## config.mk

```make
export PLATFORM = sky130hd
export DESIGN_NAME = encoder_serial_multi_hot
export DESIGN_NICKNAME = d
export VERILOG_FILES = /design/src/rtl/encoder_pkg.sv /design/src/rtl/priority_index_enc.sv /design/src/rtl/encoder_serial_multi_hot.sv
export SDC_FILE = /design/constraint.sdc
export NUM_CORES = 1
export LEC_CHECK = 0
export CORE_UTILIZATION = 40
export CTS_CLUSTER_DIAMETER = 30
export CTS_CLUSTER_SIZE = 24
export DETAILED_ROUTE_END_ITERATION = 16
export DONT_BUFFER_PORTS = 1
export PLACE_DENSITY = 0.53
export RECOVER_POWER = 25
export SYNTH_ARGS = -nofsm -noshare
export SYNTH_HDL_FRONTEND = slang
export SYNTH_SLANG_ARGS = --single-unit
```

## constraint.sdc

```tcl
create_clock -name clk -period 2.16 [get_ports clk]
set_clock_uncertainty 0.15 [all_clocks]
set_input_delay 0.108 -clock clk [delete_from_list [all_inputs] [get_ports clk]]
set_output_delay 0.108 -clock clk [all_outputs]
set_load 0.005 [all_outputs]
```

## src/rtl/encoder_pkg.sv

```systemverilog
// rtl/encoder_pkg.sv - shared state enum and constants for the serial multi-hot encoder
package encoder_pkg;

  typedef enum logic [1:0] {
    IDLE = 2'd0,
    SCAN = 2'd1,
    NONE = 2'd2
  } enc_state_t;

  localparam int ENC_N_MAX     = 64;
  localparam int ENC_CODE_NONE = 0;

endpackage

```

## src/rtl/priority_index_enc.sv

```systemverilog
// rtl/priority_index_enc.sv - combinational set-bit index picker; ENCODER_MSB_FIRST_EN selects highest-first
module priority_index_enc #(
  parameter int N = 8,
  parameter int W = $clog2(N)
) (
  input  logic [N-1:0] vec,
  output logic [W-1:0] idx,
  output logic         onehot_only
);

  // Later loop iterations win, so the scan order decides which end has priority.
  always_comb begin
    idx = '0;
`ifdef ENCODER_MSB_FIRST_EN
    for (int i = 0; i < N; i++) begin
      if (vec[i]) idx = W'(i);
    end
`else
    for (int i = N - 1; i >= 0; i--) begin
      if (vec[i]) idx = W'(i);
    end
`endif
  end

  assign onehot_only = (vec != '0) && ((vec & (vec - N'(1))) == '0);

endmodule

```

## src/rtl/encoder_serial_multi_hot.sv

```systemverilog
// rtl/encoder_serial_multi_hot.sv - emits the index of each set bit of a captured vector, one per beat
// Optional ENCODER_MSB_FIRST_EN (in priority_index_enc) emits highest index first.
module encoder_serial_multi_hot
  import encoder_pkg::*;
#(
  parameter int N = 8,
  parameter int W = $clog2(N)
) (
  input  logic         clk,
  input  logic         rst,
  input  logic         en,
  input  logic         in_valid,
  output logic         in_ready,
  input  logic [N-1:0] in_vec,
  output logic         out_valid,
  input  logic         out_ready,
  output logic [W-1:0] out_code,
  output logic         out_last,
  output logic         out_none,
  output logic         busy
);

  enc_state_t   state, state_nxt;
  logic [N-1:0] pending, pending_nxt;
  logic [W-1:0] idx;
  logic         onehot;
  logic         act;

  priority_index_enc #(.N(N), .W(W)) u_pick (
    .vec         (pending),
    .idx         (idx),
    .onehot_only (onehot)
  );

  // Reset and enable both blank every output; state only advances while active.
  assign act = en & ~rst;

  always_comb begin
    in_ready    = 1'b0;
    out_valid   = 1'b0;
    out_code    = '0;
    out_last    = 1'b0;
    out_none    = 1'b0;
    busy        = 1'b0;
    state_nxt   = state;
    pending_nxt = pending;
    if (act) begin
      case (state)
        IDLE: begin
          in_ready = 1'b1;
          if (in_valid) begin
            pending_nxt = in_vec;
            state_nxt   = (in_vec != '0) ? SCAN : NONE;
          end
        end
        SCAN: begin
          busy      = 1'b1;
          out_valid = 1'b1;
          out_code  = idx;
          out_last  = onehot;
          if (out_ready) begin
            pending_nxt = pending & ~(N'(1) << idx);
            if (onehot) state_nxt = IDLE;
          end
        end
        NONE: begin
          busy      = 1'b1;
          out_valid = 1'b1;
          out_none  = 1'b1;
          out_code  = W'(ENC_CODE_NONE);
          out_last  = 1'b1;
          if (out_ready) state_nxt = IDLE;
        end
        default: state_nxt = IDLE;
      endcase
    end
  end

  always_ff @(posedge clk) begin
    if (rst) begin
      state   <= IDLE;
      pending <= '0;
    end else begin
      state   <= state_nxt;
      pending <= pending_nxt;
    end
  end

endmodule

```

# Word-level counts from Yosys, hierarchy flattened

Index checks and enable logic that the tools add are counted.

Logic and storage cells: 51
Flip-flop bits (word level): 10

Bitwise gates (word level): 5
Shift operators: 1
Eq/ne operators: 6
Reduce and logical (&&, ||, !) cells: 9
$add $sub $neg: 1
Mux-type cells: 27

Operator list:

| cell                                                               | count |
|---|---|
| 3-bit two-way mux                                                  | 10 |
| 8-bit AND                                                          | 2 |
| 8-bit two-way mux                                                  | 2 |
| 8-bit one-hot mux with 2 select lines                              | 1 |
| 8-bit nonzero test                                                 | 2 |
| 2-bit two-way mux                                                  | 5 |
| 8-bit logical NOT                                                  | 1 |
| 2-bit != test, second input constant                               | 4 |
| 8-bit inverter                                                     | 1 |
| 1-bit by 3-bit left shift with 8-bit output, first input constant  | 1 |
| 8-bit by 1-bit subtractor with 8-bit output, second input constant | 1 |
| 1-bit two-way mux                                                  | 7 |
| 2-bit one-hot mux with 3 select lines                              | 1 |
| 5-bit AND reduction                                                | 1 |
| 4-bit AND reduction                                                | 1 |
| 2-bit by 1-bit == test with 1-bit output, second input constant    | 1 |
| 2-bit == test, second input constant                               | 1 |
| 2-bit logical NOT                                                  | 1 |
| 1-bit one-hot mux with 2 select lines                              | 1 |
| 2-bit nonzero test                                                 | 1 |
| 2-bit OR reduction                                                 | 1 |
| 1-bit AND                                                          | 1 |
| 1-bit logical AND                                                  | 1 |
| 1-bit inverter                                                     | 1 |

# Depth between registers and ports, before layout

Gate-level depths: netlist of run 1.

Word-level depth: 13
Gate-level depth with buffers: 7
Mapped depth without buffers: 7

# Modules after synthesis

Synthesis of run 1 repeated with hierarchy kept, for this count alone.

Cell total of the unflattened synthesis: 108
Area, all modules: 912.1 µm²

Modules (own cells, without submodules):

| module                   | area an instance (µm²) | cells each | times used |
|---|---|---|---|
| encoder_serial_multi_hot | 749.5                  | 85         | 1 |
| priority_index_enc       | 162.7                  | 23         | 1 |

# Worst setup path before layout of run 1

No wires, ideal clock.

Path kind: reg-to-reg
Start: register state[1]
End: register pending[7]
Data required time: 1882 ps
Period minus slack after synthesis: 2019 ps
Stages on the path, launching flop included: 8
Path slack: 141 ps
Library setup time: 128 ps
Arrival time: 1741 ps
Cell sequence: dfxtp_1 -> inv_1 -> ha_1 -> clkbuf_1 -> a2111oi_4 -> nand3_2 -> a2111oi_2 -> o41ai_1

Longest elaborated chain between the ends: 3
Elaborated cells on any way between the ends: 7

RTL lines:

| item                                                                          | RTL line                       | text |
|---|---|---|
| start, declared                                                               | encoder_serial_multi_hot.sv:23 | `enc_state_t state, state_nxt;` |
| start signal, assigned                                                        | encoder_serial_multi_hot.sv:84 | `state <= state_nxt;` |
| 2-bit by 1-bit == test with 1-bit output or 2-bit logical NOT (tied branches) | encoder_serial_multi_hot.sv:48 | `case (state)` |
| 2-bit != test (no line) or 2-bit nonzero test (tied branches)                 | n/a                            |  |
| 4-bit AND reduction (no line)                                                 | n/a                            |  |
| end signal, assigned                                                          | encoder_serial_multi_hot.sv:85 | `pending <= pending_nxt;` |
| end, declared                                                                 | encoder_serial_multi_hot.sv:24 | `logic [N-1:0] pending, pending_nxt;` |

Parallel ways exist; a longest one is shown, timed or not.
A chain may end at the register's enable or synchronous reset.

# Worst setup path after layout of run 1

Start: register state[0]
End: register pending[7]

The elaborated chain is that of the path after synthesis.

==> flow_summary.ini, run 1 <==
[clock_tree]
cts_buffer_depth = 2
cts_sinks = 10
post_cts_resized = 0
numCtsBuffers = 3
cts_tree = done
clock_latency_ns = 0.25
htreeDepth = 1
cts_root_buffer = clkbuf_4
clk_pin_slew_ns = 0.06

[power_and_ir_drop]
peakVddDrop_v = 0.000288
p_per_area_nw_per_um2 = 472
pwr-share-seq = 0.464
total_leakage_power_nw = 0.334
switching_share = 0.294
p_int_mw = 0.318
switching_power_mw = 0.132
combPwrFrac = 0.272
clkPwrFrac = 0.265

[yosys]
synth_cell_types = 42
netlist_area_um2 = 841
synth_seq_area_share = 0.238
synth.ff_latch_count = 10
synth_fp_nets = 122
synthArstFlopShare = 0
yosys_most_used_dff = dfxtp_1
synth_edf_count = 0
synth_cells = 106
avgSynthCellArea_um2 = 7.93
yosys_warnings = 0

[routing]
wl_um = 1840
vias = 755
route.detailed.drc = 0
first_iter_violations = 4
viasPerCell = 5.43
first_pass_iters = 4
wl_per_cell_um = 13.3
ant_nets = 0

[worst_setup_path]
required_ns = 2.14
r2r_cells = 7
slowest_stage = dfxtp_1
cp-end-kind = flip-flop
cp-start-kind = flip-flop
critPathArrivalTime_ns = 1.97
rr_startpoint = state[0]
cp_max_fo = 5
timing.rr.end = pending[7]
r2r_slack_ns = 0.17
path_buf_inv = 1
timing_worst_setup_path_type = reg2reg
cp_cell_sequence = inv_1 -> ha_1 -> nor2b_1 -> a2111oi_4 -> nand3_2 -> a2111oi_2 -> o41ai_1
critical_path.top_delay_family = compound AO/OA/AOI/OAI gates
max_stage_delay_ns = 0.36

[placed_design]
portBuffers = 0
gp_congestion = 0.841
hpwl_um = 1460
placed_area_um2 = 852

[grt]
gr-usage-all-layers = 0.194
grt_max_degree = 14
grt_pass1_wl_um = 3100
grt_overflow_total = 0
grt_pass1_vias = 706
antenna_found_initial = 0

[floorplanning]
die_width_um = 47.8
io_pins = 21
rows = 16
coreArea_um2 = 1960
dieArea_um2 = 2290
start_util = 0.429
fp.dieH_um = 47.8

[worst_hold_path]
worstHoldStart = in_vec[7]
hold_path.class = in2reg
hold_end = state[1]
holdPathStages = 4

[layout]
area_delta_synth_final_pct = 13.5
drive_gt1_frac = 0.125
fill_cells = 216
fin_area_um2 = 955
finalNetCount = 130
diodes = 0

[sta]
slew_violations = 0
tns_ns = 0
slew_headroom = 0.590
hold_viol_final = 0
setup_violations = 0
clock.fmax_mhz = 502
fin_crit_ns = 1.99
min_period_over_period = 0.923
worstMarginPinSlew_ns = 0.607
grt_setup_unrepaired = false

[flow_run]
max_cap_violations = 0

[outcome]
status = complete, no violations
[timing repair]
item | CTS | global route
hold buffers | 8 | 0
endpoints found under the setup margin | 0 | 0
hold endpoints to repair | 10 | 0
buffers inserted | 0 | 0
[flip-flops by register name, summed over array words and instances, names as in the netlist]
name / cells
state: 2
pending: 8
[metrics by stage]
step	hold WS, ns	util	setup WS [ns]	instances	power, mW
5_1_grt	0.0608	0.487	0.00406	139	0.484
3_5_place_dp	0.0316	0.434	0.169	128	0.322
6_report	0.0428	0.487	0.166	139	0.451
4_1_cts	0.0265	0.487	0.153	139	0.460
3_3_place_gp	0.0315	0.434	0.233	128	0.321
2_1_floorplan	0.0612	-	0.141	106	0.301
[routing by layer]
metal | track usage | up-vias | share of wire
li1 | - | 393 | -
met1 | 0.280 | 347 | 0.52
met2 | 0.295 | 15 | 0.45
met3 | 0.0226 | 0 | 0.029
met4 | 0.0667 | 0 | 0
met5 | 0 | - | 0
[cells in the mapped netlist, drive strengths merged, types with 2 or more instances]
cell type   n  share of area
o21ai       5          0.034
dfxtp      10           0.24
and2        3          0.022
inv         7          0.031
o31ai       3          0.027
nor2b       6          0.045
or4         3          0.031
o41ai       3          0.031
nor2       11          0.049
nand2      10          0.045
nand3b      3          0.027
buf         5          0.040
a2111oi     2          0.051
a21oi       4          0.024
clkbuf      3          0.013
ha          3          0.045
mux2i       4          0.048
nand2b      3          0.031
nor3        3          0.018
[power groups by stage]
stage,clock (mW),combinational [mW],sequential (mW)
after global routing,0.136,0.137,0.211
after CTS,0.127,0.124,0.208
after detailed placement,0,0.109,0.213
final,0.119,0.123,0.209
after floorplan,0,0.0976,0.204
after global placement,0,0.108,0.212
[worst min-delay path, delay by kind of cell]
family	cells	cell delay, ns
mux	1	0.07
simple gates	3	0.22
[worst max path at each step]
stage / startpoint / slack (ns) / end / cells past startpoint
6_report: state[0] / 0.17 / pending[7] / 7
4_1_cts: state[0] / 0.15 / pending[7] / 7
3_5_place_dp: state[0] / 0.17 / pending[7] / 7
2_1_floorplan: state[1] / 0.14 / pending[7] / 7
5_1_grt: state[0] / 0.004 / pending[7] / 7
3_3_place_gp: state[0] / 0.23 / pending[7] / 7
[layout make-up]
| cell class | instances | area, um^2 | area share |
|---|---|---|---|
| well taps | 27 | 33.8 | 0.0354 |
| flip-flops and latches | 10 | 200 | 0.210 |
| inverters | 7 | 26.3 | 0.0275 |
| multi-input cells | 81 | 569 | 0.596 |
| clock buffers | 3 | 22.5 | 0.0236 |
| repair buffers | 11 | 103 | 0.107 |
[cells in the final DEF (no fill, tap or decap), drive strengths merged]
cell type / netlist / routed
ha: 3 / 3
a31oi: 1 / 1
and3b: 1 / 1
nand2b: 3 / 3
nand3: 1 / 1
o21a: 1 / 1
or4: 3 / 3
mux2i: 4 / 4
xor2: 1 / 1
nor3: 3 / 3
o211a: 1 / 1
a22oi: 1 / 1
buf: 5 / 3
a311oi: 1 / 1
a21oi: 4 / 4
clkbuf: 3 / 3
nand3b: 3 / 3
nor2b: 6 / 6
nand2: 10 / 10
nor2: 11 / 11
a21o: 1 / 1
inv: 7 / 7
dfxtp: 10 / 10
o2111ai: 1 / 1
a2111oi: 2 / 2
o21ai: 5 / 5
maj3: 1 / 1
dlygate4sd3: 0 / 8
and2: 3 / 3
nor4: 1 / 1
o22ai: 1 / 1
o41ai: 3 / 3
a2111o: 1 / 1
or3b: 1 / 1
o31ai: 3 / 3
[cell families after synthesis]
| family | count (synthesis) | share of synthesized area |
|---|---|---|
| AOI/OAI and AO/OA | 26 | 0.254 |
| xor gates and xnor gates | 1 | 0.0104 |
| adders and majority gates | 4 | 0.0566 |
| buffers and inverters | 15 | 0.0848 |
| DFF | 10 | 0.238 |
| muxes | 4 | 0.0476 |
| and+or+nand+nor | 46 | 0.308 |
(Power assumes the default switching activity.)
==> run 2, diff against run 1 <==
Settings changed: CORE_UTILIZATION 40 to 55, PLACE_DENSITY 0.53 to 0.7.
==> run 2 against run 1 <==
Compared with the run above:
- critical endpoint unchanged
- setup slack got worse by 0.011 ns
- via count rose by 3.0%
- fmax fell by 0.54%
==> flow_summary.ini, run 2 (synthesized netlist as in run 1, its figures left out) <==
[outcome]
status = complete, no violations

[routing]
first_iter_violations = 32
ant_nets = 0
first_pass_iters = 4
wl_per_cell_um = 14.7
route.detailed.drc = 0
vias = 778
viasPerCell = 6.17
wl_um = 1850

[power_and_ir_drop]
total_leakage_power_nw = 0.331
peakVddDrop_v = 0.000317
total_power_mw = 0.452
p_per_area_nw_per_um2 = 482

[sta]
setup_ws_ns = 0.156
worstMarginPinSlew_ns = 0.638
min_period_over_period = 0.928
slew_violations = 0
clock.fmax_mhz = 499
tns_ns = 0
slew_headroom = 0.569
hold_viol_final = 0
setup_violations = 0
fin_crit_ns = 2.00
grt_setup_unrepaired = false

[placed_design]
portBuffers = 0
hpwl_um = 1390
gp_congestion = 0.775
post-place-ws_ns = 0.159

[clock_tree]
numCtsBuffers = 3
cts_buffer_depth = 2
clock_latency_ns = 0.26
cts_tree = done
cts_sinks = 10
cts_root_buffer = clkbuf_4
postCtsSetupBuffers = 0
htreeDepth = 1
clk_pin_slew_ns = 0.06

[grt]
grt_pass1_wl_um = 2920
antenna_found_initial = 0
grt_overflow_total = 0
grt_pass1_vias = 691
gr-usage-all-layers = 0.268
grt_max_degree = 14

[floorplanning]
start_util = 0.615
rows = 13
fp.dieH_um = 41.1
coreArea_um2 = 1370
io_pins = 21
die_width_um = 41.1
dieArea_um2 = 1690

[layout]
final_cell_mix = 11 x nor2_1, 10 x nand2_1, 10 x dfxtp_1
fill_cells = 112
finalNetCount = 129
top_register = pending
area_delta_synth_final_pct = 11.6
final_common_cell = nor2_1
largest_reg_flops = 8
regArea_um2 = 200
reg_top3 = pending x8, state x2
diodes = 0
multiInputGateArea_um2 = 576
drive_gt1_frac = 0.126

[worst_setup_path]
timing_worst_setup_path_type = reg2reg
cp-start-kind = flip-flop
required_ns = 2.14
cp_max_fo = 5
critPathArrivalTime_ns = 1.99
cp-end-kind = flip-flop

[flow_run]
max_cap_violations = 0

[worst_hold_path]
hold_path.class = in2reg
-- run 2: changes by cell type in the layout (fill, tap and decap cells not counted), sizes merged --
cell	change
buf	-1
-- run 2: power by group --
group	internal [mW]	switching (mW)	leakage, nW	total [mW]
registers	0.193	0.0161	0.0813	0.209
logic	0.0594	0.0620	0.235	0.121
clock network	0.0640	0.0574	0.0138	0.121
total	0.316	0.135	0.331	0.452
-- run 2: cell type report --
type / instances / area share
multi-input cells: 81 / 0.613
flip-flops and latches: 10 / 0.213
repair buffers: 10 / 0.101
inverters: 7 / 0.0280
clock buffers: 3 / 0.0240
well taps: 15 / 0.0200
-- run 2: path summary, 6_finish.rpt --
kind                            startpoint    endpoint  slack, ns  cells after the start
worst max-delay path              state[0]  pending[7]       0.16                      7
worst max register to register    state[0]  pending[7]       0.16                      7
worst min register to register    state[0]    state[0]       0.35                      2
worst min-delay path             in_vec[7]    state[1]       0.04                      4
-- run 2: critical path, cell delays in order (launching register included) --
cell and delay (ns):
dfxtp_1 0.35, inv_1 0.07, ha_1 0.24, nor2b_1 0.18, a2111oi_4 0.33, nand3_2 0.16
a2111oi_2 0.30, o41ai_1 0.10
-- run 2: timing repair --
item                       CTS  global route
hold endpoints to repair    10             0
hold buffers                 8             0
setup endpoints to repair    0             1
gates resized for setup      0             1
-- run 2: through the flow --
stage / std cells / util / cell area (um^2) / hold WS (ns)
floorplan: 106 / - / 841 / 0.0612
global placement: 115 / 0.607 / 830 / 0.0309
detailed placement: 115 / 0.607 / 830 / 0.0312
CTS: 126 / 0.682 / 932 / 0.0338
global route: 126 / 0.687 / 938 / 0.0705
finish: 126 / 0.687 / 938 / 0.0401
-- run 2: per-layer routing --
layer,vias up,share of wire,GRT usage
met5,-,0,0
met4,0,0.0097,0.121
met3,2,0.052,0.0543
met2,24,0.46,0.410
met1,362,0.48,0.358
li1,390,-,-
